--- src/rtl/mem_arbiter.sv ---
// mem_arbiter: shares one single-port unified memory between the instruction-fetch
// port and the MEM-stage data port. Data normally wins, but fetch is forced through
// after FAIR_LIMIT consecutive data grants made while fetch was waiting.
// Optional feature macro: ARB_TIMEOUT_EN. When it is defined, a BUSY phase that
// reaches TIMEOUT_CYC cycles without MRDY is abandoned and ERR is pulsed.
module mem_arbiter #(
    parameter int AW          = 32,
    parameter int DW          = 32,
    parameter int FAIR_LIMIT  = 4,
    parameter int TIMEOUT_CYC = 255
) (
    input  logic          clk,
    input  logic          rstn,
    // instruction-fetch port (read only)
    input  logic          ireq,
    input  logic [AW-1:0] iaddr,
    output logic [DW-1:0] irdata,
    output logic          irdy,
    // MEM-stage data port
    input  logic          dreq,
    input  logic          dwe,
    input  logic [AW-1:0] daddr,
    input  logic [DW-1:0] dwdata,
    output logic [DW-1:0] drdata,
    output logic          drdy,
    // unified memory
    output logic          mreq,
    output logic          mwe,
    output logic [AW-1:0] maddr,
    output logic [DW-1:0] mwdata,
    input  logic [DW-1:0] mrdata,
    input  logic          mrdy,
    // pipeline stalls and timeout flag
    output logic          istall,
    output logic          dstall,
    output logic          err
);

    localparam int DCW = (FAIR_LIMIT < 1) ? 1 : $clog2(FAIR_LIMIT + 1);
    localparam logic [DCW-1:0] DCNT_MAX = DCW'(FAIR_LIMIT);

    typedef enum logic [1:0] {
        IDLE  = 2'd0,
        IBUSY = 2'd1,
        DBUSY = 2'd2,
        DONE  = 2'd3
    } state_t;

    state_t         state;
    state_t         state_nxt;
    logic [DCW-1:0] dcnt;
    logic           mwe_q;
    logic           gnt_data;
    logic           busy;
    logic           fetch_sel;
    logic           grant_i;
    logic           grant_d;
    logic           complete;

`ifdef ARB_TIMEOUT_EN
    localparam logic [7:0] TO_LAST = 8'(TIMEOUT_CYC - 1);
    logic [7:0] tocnt;
    logic       timeout;
    logic       err_q;
`endif

    assign busy      = (state == IBUSY) || (state == DBUSY);
    assign mreq      = busy;
    assign mwe       = busy & mwe_q;
    assign fetch_sel = ireq & (~dreq | (dcnt == DCNT_MAX));
    assign istall    = ireq & ~irdy;
    assign dstall    = dreq & ~drdy;

    // Next-state decode: arbitration in IDLE, wait for memory in BUSY, one-cycle DONE
    always_comb begin
        state_nxt = state;
        grant_i   = 1'b0;
        grant_d   = 1'b0;
        complete  = 1'b0;
`ifdef ARB_TIMEOUT_EN
        timeout   = 1'b0;
`endif
        case (state)
            IDLE: begin
                if (fetch_sel) begin
                    state_nxt = IBUSY;
                    grant_i   = 1'b1;
                end else if (dreq) begin
                    state_nxt = DBUSY;
                    grant_d   = 1'b1;
                end
            end
            IBUSY, DBUSY: begin
                if (mrdy) begin
                    state_nxt = DONE;
                    complete  = 1'b1;
`ifdef ARB_TIMEOUT_EN
                end else if (tocnt == TO_LAST) begin
                    state_nxt = DONE;
                    timeout   = 1'b1;
`endif
                end
            end
            DONE: begin
                state_nxt = IDLE;
            end
            default: begin
                state_nxt = IDLE;
            end
        endcase
    end

    // State register; reset aborts any access in flight
    always_ff @(posedge clk or negedge rstn) begin
        if (!rstn) begin
            state <= IDLE;
        end else begin
            state <= state_nxt;
        end
    end

    // Latch the granted request's operands so the memory sees them stable through BUSY
    always_ff @(posedge clk or negedge rstn) begin
        if (!rstn) begin
            maddr    <= '0;
            mwdata   <= '0;
            mwe_q    <= 1'b0;
            gnt_data <= 1'b0;
        end else if (grant_i) begin
            maddr    <= iaddr;
            mwe_q    <= 1'b0;
            gnt_data <= 1'b0;
        end else if (grant_d) begin
            maddr    <= daddr;
            mwdata   <= dwdata;
            mwe_q    <= dwe;
            gnt_data <= 1'b1;
        end
    end

    // Return data to the granted port and raise its ready for the single DONE cycle
    always_ff @(posedge clk or negedge rstn) begin
        if (!rstn) begin
            irdata <= '0;
            drdata <= '0;
            irdy   <= 1'b0;
            drdy   <= 1'b0;
        end else begin
            irdy <= 1'b0;
            drdy <= 1'b0;
            if (complete) begin
                if (gnt_data) begin
                    drdy <= 1'b1;
                    if (!mwe_q) begin
                        drdata <= mrdata;
                    end
                end else begin
                    irdy   <= 1'b1;
                    irdata <= mrdata;
                end
            end
`ifdef ARB_TIMEOUT_EN
            if (timeout) begin
                if (gnt_data) begin
                    drdy   <= 1'b1;
                    drdata <= '0;
                end else begin
                    irdy   <= 1'b1;
                    irdata <= '0;
                end
            end
`endif
        end
    end

    // Count data grants that overtook a waiting fetch; a fetch grant clears the count
    always_ff @(posedge clk or negedge rstn) begin
        if (!rstn) begin
            dcnt <= '0;
        end else if (grant_i) begin
            dcnt <= '0;
        end else if (grant_d && ireq && (dcnt != DCNT_MAX)) begin
            dcnt <= dcnt + 1'b1;
        end
    end

`ifdef ARB_TIMEOUT_EN
    // Count stalled BUSY cycles and flag the cycle in which an access is abandoned
    always_ff @(posedge clk or negedge rstn) begin
        if (!rstn) begin
            tocnt <= '0;
            err_q <= 1'b0;
        end else begin
            err_q <= timeout;
            if (grant_i || grant_d) begin
                tocnt <= '0;
            end else if (busy && !mrdy) begin
                tocnt <= tocnt + 8'd1;
            end
        end
    end

    assign err = err_q;
`else
    assign err = 1'b0;
`endif

endmodule

--- config.mk ---
export PLATFORM = sky130hd
export DESIGN_NAME = mem_arbiter
export DESIGN_NICKNAME = d
export VERILOG_FILES = /design/src/rtl/mem_arbiter.sv
export SDC_FILE = /design/constraint.sdc
export NUM_CORES = 1
export LEC_CHECK = 0
export ABC_CLOCK_PERIOD_IN_PS = 4600
export CORE_MARGIN = 8
export CORE_UTILIZATION = 44
export DETAILED_ROUTE_END_ITERATION = 10
export PLACE_DENSITY = 0.87
export SLEW_MARGIN = 0
export SYNTH_ARGS = -nofsm -noshare
export SYNTH_HDL_FRONTEND = slang
export SYNTH_SLANG_ARGS = --single-unit
--- constraint.sdc ---
create_clock -name clk -period 4.6 [get_ports clk]
set_clock_uncertainty 0.05 [all_clocks]
set_input_delay 0.92 -clock clk [delete_from_list [all_inputs] [get_ports clk]]
set_output_delay 0.92 -clock clk [all_outputs]
set_load 0.01 [all_outputs]
==> Word level (Yosys, flattened, before mapping) <==
Cells that the tools add are included.
{ "classes": {"n_addsub": 1, "n_eq_ne": 7, "muxes": 23, "bitwise": 11, "n_reduce_logical": 11} }
{ "ops": {"columns": ["operator", "n"], "rows": [
  ["$mux W32", 2],
  ["$mux W1", 15],
  ["$mux W2", 3],
  ["$mux W3", 2],
  ["$ne A3 B3 Y1 const B", 2],
  ["$not A1 Y1", 6],
  ["$pmux W2 S3", 1],
  ["$reduce_and A2 Y1", 3],
  ["$and A1 B1 Y1", 4],
  ["$eq A2 B2 Y1 const B", 2],
  ["$reduce_bool A2 Y1", 2],
  ["$add A3 B1 Y3 const B", 1],
  ["$eq A3 B3 Y1 const B", 1],
  ["$reduce_and A3 Y1", 1],
  ["$eq A2 B1 Y1 const B", 1],
  ["$logic_and A1 B1 Y1", 2],
  ["$logic_not A2 Y1", 1],
  ["$ne A2 B2 Y1 const B", 1],
  ["$reduce_or A2 Y1", 1],
  ["$logic_or A1 B1 Y1", 1],
  ["$or A1 B1 Y1", 1]
]} }
{ "totals": {"register_bits": 137, "inputBits": 134} }

==> Depth between registers and ports, before layout <==
{ "depth": {"ltp_word": 9, "mapped_depth": 8, "mapped_depth_nobuf": 5} }

==> Worst setup path after synthesis <==
OpenSTA, ideal clock, no wires.
{ "synth_timing": {"path_kind": "input -> output", "start": "input port dreq", "end": "output port dstall", "arrival_ns": 1.225, "path_slack_ns": 2.405, "stages": 2, "path_buffers": 1, "cell_sequence": "buf_6 -> nor2b_1"} }
{ "synth_between": {"elab_chain_cells": 1} }
{ "synth_lines": {"columns": ["element", "line", "source"], "rows": [
  ["from (decl)", "20", "input logic dreq,"],
  ["$and A1 B1 Y1", "72", "assign dstall = dreq & ~drdy;"],
  ["to (decl)", "35", "output logic dstall,"]
]} }
Every way passes these cells.

==> Worst setup path after layout <==
Same ends and word-level chain as after synthesis.

==> out/results.txt <==
status: complete, no violations
CTS tree: done
global route total overflow: 0
combinational fraction of design power: 46.6%
RSZ-0062 raised after global routing: false
largest net degree at the start of global routing: 75
Root Buffer: clkbuf_16
die width: 127 um
Rel. slew slack: 26.2%
final core occ: 73.1%
Post-Place Cells: 780
Mapped Nets: 500
Post-CTS Setup Bufs: 0
static leakage: 3.70 nW
post-synthesis cell area: 0.00545 mm^2
clk buf depth: 2
metal2 WL: 9020 um
GRT Util Overall: 21.3%
row cnt: 40
wire length of the first global-routing pass: 26500 um
post-CTS sizing: 0
met3 routed WL: 1290 um
Crit path arrival time: 2.32 ns
post-synthesis register bit count: 137
router iterations before antenna repair: 4
Cell Int Power: 4.46 mW
uppermost layer routed: met4
Placement Setup Slack: 1.31 ns
Synth area leader: dfrtp_1
total number of vias: 4147
post-synthesis sequential area ratio: 62.9%
ranking of synthesized cells by area: dfrtp_1 (63%), mux2_2 (20%), a221o_1 (4.2%)
non-filler cells, final: 811
later-pin clock latency in the skew report: 0.41 ns
n_diodes: 0
PortBufs: 267
initial core utilization: 45.2%
CP Launch Type: input port
clock share of power: 20.2%
fillers: 801
setup slack, reg-to-reg: 2.27 ns
antenna-violating nets left: 0
Via-to-Cell Ratio: 5.11
DIE AREA: 0.0162 mm^2
Tmin final: 3.29 ns
Nets: 768
GPL Wtd Cong: 0.834
final period utilization: 71.6%
Syn Area/Cell: 15.0 um^2
clk slew on worst S/H paths: 0.05 ns
Sw Pwr: 1.99 mW
R2R depth: 6
sw frac: 30.9%
CTS H-tree depth: 4
HPWL Detailed: 12700 um
hold_buf cts: 0
DRC viols: 0
worst hold stages: 1
setup TNS: 0 ns
power density over cell area: 731 mW/mm^2
Final WS setup: 1.31 ns
Worst EP required: 3.63 ns
commonest non-fill, non-tap cell in the layout: clkdlybuf4s50_1
area of the multi-input gates: 0.00187 mm^2
FF+latch area: 0.00343 mm^2
routed wire length: 17200 um
maximum clock rate: 304 MHz
M1 WL: 6390 um
total CTS buffers: 17
fraction of layout cells with a size suffix above 1: 21.9%
VDD IR max: 391 uV
drt wl/cell: 21.2 um
area added between synthesis and finish: 61.8%
Initial DRC Count: 345
CTS sink cnt: 137
Max-Cap Viols: 0
critical setup path kind: input port to output port
# IOs: 269
critical path peak fanout: 10
initial antenna violation count: 0
Netlist cell types: 33
most frequent cells in the layout: clkdlybuf4s50_1 (266), dfrtp_1 (137), mux2_2 (95)
area share of the largest cell type after synthesis: 62.9%
number of global-route vias before repair: 4712
Synthesis Warnings: 0
Worst Hold Class: flip-flop to flip-flop
Final Max Tran Viols: 0
final setup fails: 0
Flop pwr share: 33.2%
Core ar.: 0.0121 mm^2
Slew @ Worst Pin: 1.11 ns
Crit. End Element: output port
hold violation total from the final report: 0
die height: 127 um
cell count after synthesis: 363
## final timing paths
path,to,start
setup / recovery,dstall,dreq
hold / removal,drdata[6],drdata[6]
setup reg to reg,maddr[6],dcnt[0]
hold reg to reg,drdata[6],drdata[6]
max in group asynchronous,maddr[9],rstn
min in group asynchronous,mwdata[1],rstn
## logic make-up (layout without fill, tap and decap cells)
group / Yosys count / count (layout) / synth area share, %
compound gates: 46 / 46 / 7.92
fa+ha+maj: 3 / 3 / 0.689
buf+inv: 29 / 309 / 2.85
flops: 137 / 137 / 62.9
mux: 96 / 96 / 19.8
other cells: 1 / 1 / 0.0688
simple gates: 51 / 51 / 5.74
## worst max-delay path, stage by stage
cell	delay (ns)
clkdlybuf4s50_1	0.66
nor2b_1	0.19
clkdlybuf4s50_1	0.55
## state kept, by name, indices dropped and copies added, names as in the netlist
name,count
mwe_q,1
dcnt,3
drdy,1
irdata,32
irdy,1
gnt_data,1
maddr,32
mwdata,32
state,2
drdata,32
## synth_stat cells
| cell type | count |
|---|---|
| dfrtp_1 | 137 |
| mux2_2 | 95 |
| and2_1 | 25 |
| a221o_1 | 23 |
| buf_2 | 10 |
| o221a_2 | 9 |
| clkbuf_1 | 8 |
| nand2b_1 | 7 |
| inv_1 | 6 |
| buf_6 | 4 |
| nand2_1 | 4 |
| o21ai_0 | 4 |
| or2b_1 | 4 |
| ha_1 | 3 |
| nand3_1 | 3 |
| nor2b_1 | 3 |
| and3_1 | 2 |
| a21bo_2 | 1 |
| a21oi_1 | 1 |
| a221oi_1 | 1 |
| a22o_1 | 1 |
| a311oi_1 | 1 |
| buf_4 | 1 |
| conb_1 | 1 |
| mux2_1 | 1 |
| nand3b_1 | 1 |
| nor3b_1 | 1 |
| o21a_1 | 1 |
| o221ai_1 | 1 |
| o22ai_1 | 1 |
| o2bb2ai_1 | 1 |
| o31ai_1 | 1 |
| or3_1 | 1 |
## final cells by class
| cell class | instances | area share (%) |
|---|---|---|
| tap | 168 | 2.38 |
| timing repair buffer | 272 | 30.9 |
| multi-input combinational | 197 | 21.2 |
| clock inverter | 9 | 1.12 |
| inverter | 6 | 0.255 |
| sequential | 137 | 38.9 |
| clock buffer | 22 | 5.27 |
## power groups by stage
stage	Sequential [mW]	Combinational [mW]	Clock, mW
2_1_floorplan	2.39	1.10	0
3_3_place_gp	2.10	2.94	0
3_5_place_dp	2.15	3.02	0
4_1_cts	2.14	3.06	1.32
5_1_grt	2.21	3.20	1.38
6_report	2.14	3.01	1.30
## metal layers
metal | track usage, % | vias to the layer above
met2 | 38.0 | 179
met3 | 8.24 | 32
met1 | 21.5 | 2088
met4 | 9.66 | 0
li1 | - | 1848
met5 | 0 | -
## through the flow
stage	area (um^2)	hold WS, ns	power, mW
global placement	8250	0.425	5.04
floorplan	5450	0.406	3.49
CTS	8820	0.443	6.53
global route	8820	0.453	6.78
finish	8820	0.441	6.45
detailed placement	8250	0.431	5.17
No activity file was read; power rests on OpenSTA's default activity.
